<file path="config.mk">
export PLATFORM = sky130hd
export DESIGN_NAME = bp_table_ctrl
export DESIGN_NICKNAME = d
export VERILOG_FILES = /design/src/rtl/bp_table_ctrl.sv
export SDC_FILE = /design/constraint.sdc
export NUM_CORES = 1
export LEC_CHECK = 0
export ABC_AREA = 0
export CAP_MARGIN = 20
export CORE_MARGIN = 1.5
export CORE_UTILIZATION = 34
export CTS_CLUSTER_SIZE = 30
export DETAILED_ROUTE_END_ITERATION = 12
export SETUP_SLACK_MARGIN = 0.5
export SKIP_LAST_GASP = 1
export SYNTH_ARGS = -nofsm -noshare
export SYNTH_HDL_FRONTEND = slang
export SYNTH_SLANG_ARGS = --single-unit
</file>
<file path="constraint.sdc">
create_clock -name clk -period 3.2 [get_ports clk]
set_input_delay 0.48 -clock clk [delete_from_list [all_inputs] [get_ports clk]]
set_output_delay 0.48 -clock clk [all_outputs]
set_load 0.02 [all_outputs]
</file>
<file path="src/rtl/bp_table_ctrl.sv">
// Branch predictor pattern table controller: 2-bit saturating counters with a single
// access slot shared by fetch lookups and buffered execute-stage updates.
module bp_table_ctrl #(
   parameter int         IDX_W     = 4,
   parameter int         UQ_DEPTH  = 2,
   parameter logic [1:0] RESET_CNT = 2'b11
) (
   input  logic                            clk,
   input  logic                            rst,
   input  logic                            clr,
   input  logic                            lk_valid,
   input  logic [IDX_W-1:0]                lk_idx,
   output logic                            lk_ready,
   output logic                            resp_valid,
   output logic                            resp_pred,
   output logic [1:0]                      resp_cnt,
   output logic [IDX_W-1:0]                resp_idx,
   input  logic                            up_valid,
   input  logic [IDX_W-1:0]                up_idx,
   input  logic                            up_taken,
   output logic                            up_ready,
   output logic                            busy,
   output logic [$clog2(UQ_DEPTH+1)-1:0]   uq_count
);
   localparam int ENTRIES = 1 << IDX_W;
   localparam int CW      = $clog2(UQ_DEPTH + 1);
   localparam int PW      = (UQ_DEPTH > 1) ? $clog2(UQ_DEPTH) : 1;

   typedef enum logic {RUN, CLEAR} state_t;

   state_t           state, state_nx;
   logic [IDX_W-1:0] sweep_q, sweep_nx;
   logic [1:0]       cnt_q [ENTRIES];

   logic [IDX_W-1:0] fq_idx   [UQ_DEPTH];
   logic             fq_taken [UQ_DEPTH];
   logic [PW-1:0]    rd_ptr, wr_ptr;
   logic [CW-1:0]    count;

   logic             full, empty, lk_grant, enq, drain, flush, we;
   logic [IDX_W-1:0] head_idx, widx;
   logic [1:0]       head_old, head_new, wdata;

   assign full     = (count == CW'(UQ_DEPTH));
   assign empty    = (count == '0);
   assign head_idx = fq_idx[rd_ptr];
   assign head_old = cnt_q[head_idx];

   always_comb begin
      head_new = head_old;
      if (fq_taken[rd_ptr]) begin
         if (head_old != 2'b11) head_new = head_old + 2'b01;
      end else begin
         if (head_old != 2'b00) head_new = head_old - 2'b01;
      end
   end

   // Readies are gated by rst so they read 0 for the whole reset window.
   assign lk_ready = (state == RUN) && !clr && !full && !rst;
   assign up_ready = (state == RUN) && !clr && !full && !rst;
   assign lk_grant = lk_valid && lk_ready;
   assign enq      = up_valid && up_ready;
   assign busy     = (state == CLEAR);
   assign uq_count = count;

   always_comb begin
      state_nx = state;
      sweep_nx = sweep_q;
      drain    = 1'b0;
      flush    = 1'b0;
      we       = 1'b0;
      widx     = head_idx;
      wdata    = head_new;
      case (state)
         RUN: begin
            if (clr) begin
               state_nx = CLEAR;
               sweep_nx = '0;
               flush    = 1'b1;
            end else if (full || (!lk_valid && !empty)) begin
               drain = 1'b1;
               we    = 1'b1;
            end
         end
         CLEAR: begin
            we    = 1'b1;
            widx  = sweep_q;
            wdata = RESET_CNT;
            if (clr) begin
               sweep_nx = '0;
               flush    = 1'b1;
            end else if (&sweep_q) begin
               state_nx = RUN;
            end else begin
               sweep_nx = sweep_q + 1'b1;
            end
         end
         default: state_nx = RUN;
      endcase
   end

   always_ff @(posedge clk or posedge rst) begin
      if (rst) begin
         state   <= RUN;
         sweep_q <= '0;
      end else begin
         state   <= state_nx;
         sweep_q <= sweep_nx;
      end
   end

   always_ff @(posedge clk or posedge rst) begin
      if (rst) begin
         for (int i = 0; i < ENTRIES; i++) cnt_q[i] <= RESET_CNT;
      end else if (we) begin
         cnt_q[widx] <= wdata;
      end
   end

   always_ff @(posedge clk) begin
      if (enq) begin
         fq_idx[wr_ptr]   <= up_idx;
         fq_taken[wr_ptr] <= up_taken;
      end
   end

   always_ff @(posedge clk or posedge rst) begin
      if (rst) begin
         rd_ptr <= '0;
         wr_ptr <= '0;
         count  <= '0;
      end else if (flush) begin
         rd_ptr <= '0;
         wr_ptr <= '0;
         count  <= '0;
      end else begin
         if (enq)   wr_ptr <= (wr_ptr == PW'(UQ_DEPTH - 1)) ? '0 : wr_ptr + 1'b1;
         if (drain) rd_ptr <= (rd_ptr == PW'(UQ_DEPTH - 1)) ? '0 : rd_ptr + 1'b1;
         case ({enq, drain})
            2'b10:   count <= count + 1'b1;
            2'b01:   count <= count - 1'b1;
            default: count <= count;
         endcase
      end
   end

   // Response fields hold between lookups; only resp_valid pulses.
   always_ff @(posedge clk or posedge rst) begin
      if (rst) begin
         resp_valid <= 1'b0;
         resp_pred  <= 1'b0;
         resp_cnt   <= 2'b00;
         resp_idx   <= '0;
      end else begin
         resp_valid <= lk_grant;
         if (lk_grant) begin
            resp_cnt  <= cnt_q[lk_idx];
            resp_pred <= cnt_q[lk_idx][1];
            resp_idx  <= lk_idx;
         end
      end
   end
endmodule

</file>
==> reports/summary.txt <==
Fmax: 385 MHz
Mux share of post-synthesis cell area: 0.292
Maximum vdd drop: 0.207 mV
Number of max-cap violations: 0
Ant. Diodes: 0
CP Launch Type: flip-flop
DRC viols: 0
EDFF count, synth: 10
Pint: 1.28 mW
Status: completed
Tcrit/Tclk final: 0.812
Commonest cells after routing, fill and taps aside: 32 x dfstp_2, 26 x clkdlybuf4s50_1, 25 x mux2_2
Vias post-DR: 2078
Routed WL per cell: 17.4 um
Leak: 1.61 nW
Reg power frac: 0.505
Tightest Hold Check Type: primary input to asynchronous set/reset pin
CTS tree: built
Cells along the critical path: mux2i_2 > buf_4 > mux4_2 > a22oi_2 > a21oi_1 > a311o_2 > mux2_2
PnR worst setup slack: 0.603 ns
Tmin final: 2.60 ns
Syn nets: 258
Max Slew Vio Count: 0
Worst setup EP type: flip-flop
Adder-cell share of the synthesized area: 0.00405
Worst slew margin: 0.600
Slew @ Worst Pin: 0.594 ns
Post-detail-place hpwl: 4.79 mm
Tot GR Track Use: 0.149
Fraction of registers with async set/reset: 0.828
Required time of the critical path: 3.47 ns
CP max-delay cell: mux4_2
Yosys warning total: 0
First-pass GRT wire length: 10.9 mm
TritonCTS Sinks: 58
Total Power: 1.66 mW
Fin cells: 389
Top Family by Delay on Critical Path: multiplexers
Initial antenna violation count: 0
Critical path type: flip-flop to flip-flop
Share of cells above drive strength 1: 0.363
Worst slack at placement: 0.353 ns
Most common cell after layout, fill and taps aside: dfstp_2
Final setup skew: 0.0105 ns
Routed Antenna Nets: 0
Chip height: 98.3 um
DR pass1 iterations: 4
Vias in the first global route: 2016
Die X: 98.3 um
Dpl cells: 372
Starting DRT DRC Count: 73
Crit. path cell count: 7
Final setup vio count: 0
Final setup TNS: 0 ns
Die area: 9660 sq um
Sw frac: 0.231
Cell Area, Synth: 3090 sq um
Worst path max stage delay: 0.54 ns
Clk_lat worst skew: 0.35 ns
Max FO, Critical Path: 12
Distinct cells, synth: 38
Worst Path Buf+Inv: 1
Clock Power Share: 0.401
Largest family of logic cells by synthesized area: multiplexers
Worst r2r path cells: 7
Clock root buffer: clkbuf_8
Clock-pin slew on the worst setup and hold paths: 0.06 ns
Synth Area in Simple Gates: 0.0762
Area growth syn-to-layout: 19.3%
IO Port Bufs: 26
Data arrival, critical path: 2.86 ns
Final WL: 6.79 mm
Total CTS buffers: 9
#FFs+latches synth: 58
Nets@finish: 291
Largest net degree at the start of global routing: 21
P per Cell Area: 452 nW/um^2
Mapped Cells: 243
Hold_buf cts: 0
Core Area: 8760 sq um
Syn Area/Cell: 12.7 sq um
Initial Utilization: 0.352
Fin. Hold Viols: 0
Logic pwr share: 0.094
Congestion Overflow GR: 0
# IOs: 27
Psw: 0.385 mW
Post-Synth XOR/XNOR Area: 0.0113
# H-tree levels: 3
Synth Flop Type: dfstp_2
Row count: 34
CTS Buffer Depth: 2
Seq/Total Area, Yosys: 0.499
GPL Wtd Cong: 0.797
RSZ-0062 raised after global routing: false
Complex-gate fraction of the synthesized area: 0.0632
Via/cell ratio: 5.34
metal layers:
| metal | track usage | vias up | wire length [um] |
|---|---|---|---|
| li1 | - | 951 | - |
| met1 | 0.210 | 1056 | 3160 |
| met2 | 0.220 | 59 | 3170 |
| met3 | 0.0351 | 12 | 321 |
| met4 | 0.0618 | 0 | 133 |
| met5 | 0 | - | 0 |
worst reg2reg max path, stage by stage (launching register included):
cell     delay [ns]
dfrtp_1        0.37
mux2i_2        0.21
buf_4          0.25
mux4_2         0.55
a22oi_2        0.21
a21oi_1        0.15
a311o_2        0.48
mux2_2         0.30
through the flow:
step	util	hold WS (ns)	cell area [sq um]
after floorplan	-	0.452	3090
final	0.420	0.463	3680
after CTS	0.419	0.467	3670
after detailed placement	0.397	0.470	3480
after global routing	0.420	0.510	3680
after global placement	0.394	0.465	3450
state kept, by name, summed over array words and instances (netlist names):
| name | flops |
|---|---|
| cnt_q | 32 |
| fq_idx | 8 |
| resp_idx | 4 |
| sweep_q | 4 |
| fq_taken | 2 |
| uq_count | 2 |
| busy | 1 |
| rd_ptr | 1 |
| resp_cnt | 1 |
| resp_pred | 1 |
| resp_valid | 1 |
| wr_ptr | 1 |
Yosys cell counts (7+ instances only):
cell type  number  area, sq um
mux2i_1        20          200
nor2_1         14         52.6
dfstp_2        32          841
clkbuf_1        7         26.3
nand2_1        21         78.8
mux4_2         18          405
dfrtp_1        16          400
mux2_2         25          282
inv_1          23         86.3
edfxtp_1       10          300
power by group through the flow:
| stage | clock [mW] | combinational [mW] | sequential, mW |
|---|---|---|---|
| 5_1_grt | 0.721 | 0.171 | 0.846 |
| 3_5_place_dp | 0 | 0.157 | 0.852 |
| 6_report | 0.667 | 0.156 | 0.841 |
| 4_1_cts | 0.689 | 0.158 | 0.840 |
| 2_1_floorplan | 0 | 0.108 | 0.841 |
| 3_3_place_gp | 0 | 0.151 | 0.851 |
logic make-up after synthesis:
family | count (synthesis)
xor+xnor | 4
fa+ha+maj | 1
simple gates | 53
buf+inv | 36
mux | 64
flops | 58
compound gates | 27
timing repair:
action	4_1_cts	5_1_grt
pin swaps	0	1
gates cloned	0	1
buffers inserted	0	0
endpoints found under the setup margin	16	16
gates resized for setup	1	1
final cells by class:
class | instances | area [sq um]
Inverter | 23 | 86.3
Multi-Input combinational cell | 150 | 1390
Timing Repair Buffer | 34 | 340
Tap cell | 108 | 135
Clock buffer | 13 | 149
Sequential cell | 58 | 1540
Fill cell | 824 | 5080
Clock inverter | 3 | 40.0
path summary, 6_finish.rpt:
kind / from / slack (ns) / endpoint
max in group asynchronous: rst / 1.92 / cnt_q[15]
hold reg to reg: cnt_q[1] / 0.48 / cnt_q[1]
hold / removal: rst / 0.46 / busy
setup reg to reg: rd_ptr / 0.60 / cnt_q[2]
min in group clk: cnt_q[1] / 0.48 / cnt_q[1]
setup / recovery: rd_ptr / 0.60 / cnt_q[2]
No activity file was read; power rests on OpenSTA's default activity.
==> RTL edit, RTL diff (same flow settings) <==
Reset style: synchronous (`rst`), changed in 4 clocked blocks.
--- a/src/rtl/bp_table_ctrl.sv
+++ b/src/rtl/bp_table_ctrl.sv
@@ -100,5 +100,5 @@
    end
 
-   always_ff @(posedge clk or posedge rst) begin
+   always_ff @(posedge clk) begin
       if (rst) begin
          state   <= RUN;
@@ -110,5 +110,5 @@
    end
 
-   always_ff @(posedge clk or posedge rst) begin
+   always_ff @(posedge clk) begin
       if (rst) begin
          for (int i = 0; i < ENTRIES; i++) cnt_q[i] <= RESET_CNT;
@@ -125,5 +125,5 @@
    end
 
-   always_ff @(posedge clk or posedge rst) begin
+   always_ff @(posedge clk) begin
       if (rst) begin
          rd_ptr <= '0;
@@ -146,5 +146,5 @@
 
    // Response fields hold between lookups; only resp_valid pulses.
-   always_ff @(posedge clk or posedge rst) begin
+   always_ff @(posedge clk) begin
       if (rst) begin
          resp_valid <= 1'b0;
Formal check against the unedited RTL: differs if rst is asserted again (counterexample within 4 cycles, from zero or initial values and one cycle with rst high); with rst held inactive, the same outputs for 4 cycles.
==> RTL edit against the unedited design <==
  * Routed wire length increased by 4.2%
  * Critical path depth rose by 2
  * Design area grew 5.0%
  * Sequential cell count increased by 1
  * Area after synthesis rose by 4.2%
  * Clock power up 8.8%
  * Worst setup slack better by 81 ps
  * Combinational power rose by 3%
  * Via count rose by 7.1%
  * Total power grew 3.4%
  * Die area increased by 4.1%
==> RTL edit: results (changes against the unedited design) <==
Min path
  • Worst Hold Class: flop to flop (was primary input to async pin)

Worst setup path
  • Reg2Reg Depth: 9 (was 7)
  • Largest delay share family, worst path: buffers and inverters (was multiplexers)
  • CP max FO: 16 (was 12)
  • Crit path to: cnt_q[14][0] (was cnt_q[2])
  • Slowest CP cell: dfxtp_1 (was mux4_2)
  • Critical Path Max Stage Delay: 400 ps (was 540 ps)
  • Crit path arrival time: 2590 ps (was 2860 ps)

Route
  • Routed Wire Length: 7.07 mm (was 6.79 mm)
  • Met3 WL: 212 um (was 321 um)
  • M1 WL: 3.26 mm (was 3.16 mm)
  • Vias: 2226 (was 2078)
  • Via/cell ratio: 5.21 (was 5.34)
  • Iteration-0 DRC Markers: 111 (was 73)

Global route
  • Met2 usage: 25.9% (was 22.0%)
  • Vias in the first global route: 2311 (was 2016)
  • First-pass GRT wire length: 11.5 mm (was 10.9 mm)
  • Gr usage total: 15.3% (was 14.9%)
  • Met1 usage: 19.1% (was 21.0%)

Place
  • Dpl cells: 408 (was 372)
  • Pre-CTS WS: 387 ps (was 353 ps)
  • GP Congestion: 0.777 (was 0.797)
  • Post-DP HPWL: 5.06 mm (was 4.79 mm)

Cells and area
  • Share of cells above drive strength 1: 19.3% (was 36.3%)
  • Fill cell count: 871 (was 824)
  • Nets: 327 (was 291)

Synthesis
  • Ys flop type: edfxtp_1 (was dfstp_2)
  • Mean Syn Cell Area: 11.6 um2 (was 12.7 um2)
  • Adder-cell area share of the yosys netlist: 0.778% (was 0.405%)
  • XOR/XNOR Fraction of Synth Area: 1.63% (was 1.13%)
  • Largest cells by area after synthesis: edfxtp_1 39%, dfxtp_1 11%, mux4_2 9.1% (was dfstp_2 27%, mux4_2 13%, dfrtp_1 13%)
  • Register area share after synthesis: 49.8% (was 49.9%)
  • Post-synth EDFFs: 42 (was 10)

Power and ir drop
  • LEAKAGE: 1.23 nW (was 1.61 nW)

Timing
  • Pin slew with the least headroom to its limit: 510 ps (was 594 ps)
  • Max Clock Skew: 12.8 ps (was 10.5 ps)

Outcome
  • Run status: finished clean (unchanged)
==> RTL edit: cell count changes after synthesis, moves of 5 or more <==
cell and change:
nand3_1 +25, dfxtp_1 +17, edfxtp_1 +32, inv_1 -22, mux2_2 -20, mux4_2 -5
nand4_1 +5, dfrtp_1 -16, nor2_1 +12, nand2b_1 +17, dfstp_2 -32
==> RTL edit: power by group through the flow <==
| stage | registers (mW) | logic, mW | clock network [mW] |
|---|---|---|---|
| after floorplan | 0.855 | 0.0943 | 0 |
| after global placement | 0.851 | 0.155 | 0 |
| after detailed placement | 0.851 | 0.158 | 0 |
| after CTS | 0.835 | 0.161 | 0.738 |
| after global routing | 0.836 | 0.175 | 0.764 |
| final | 0.835 | 0.161 | 0.726 |
==> RTL edit: worst min-delay path by stage <==
stage / end / slack (ps) / startpoint
3_3_place_gp: resp_idx[2] / 460 / resp_idx[2]
4_1_cts: resp_cnt[0] / 480 / resp_cnt[0]
6_report: resp_cnt[0] / 470 / resp_cnt[0]
2_1_floorplan: flop / 480 / rd_ptr
5_1_grt: resp_cnt[0] / 510 / resp_cnt[0]
3_5_place_dp: resp_idx[0] / 460 / resp_idx[0]
==> RTL edit: worst reg2reg max path: stages (launching register included) <==
cell and delay (ps):
dfxtp_1 400, buf_4 190, mux2i_1 180, buf_4 250, mux4_2 350, a22oi_2 240
o211ai_4 150, o211ai_4 180, buf_6 200, nand3_1 110
==> RTL edit: layout make-up <==
| cell class | count | share of cell area, % |
|---|---|---|
| Tap cell | 111 | 3.59 |
| Clock buffer | 12 | 4.30 |
| Timing Repair Buffer | 42 | 10.5 |
| Sequential cell | 59 | 41.4 |
| Inverter | 2 | 0.194 |
| Multi-Input combinational cell | 197 | 38.8 |
| Clock inverter | 4 | 1.20 |
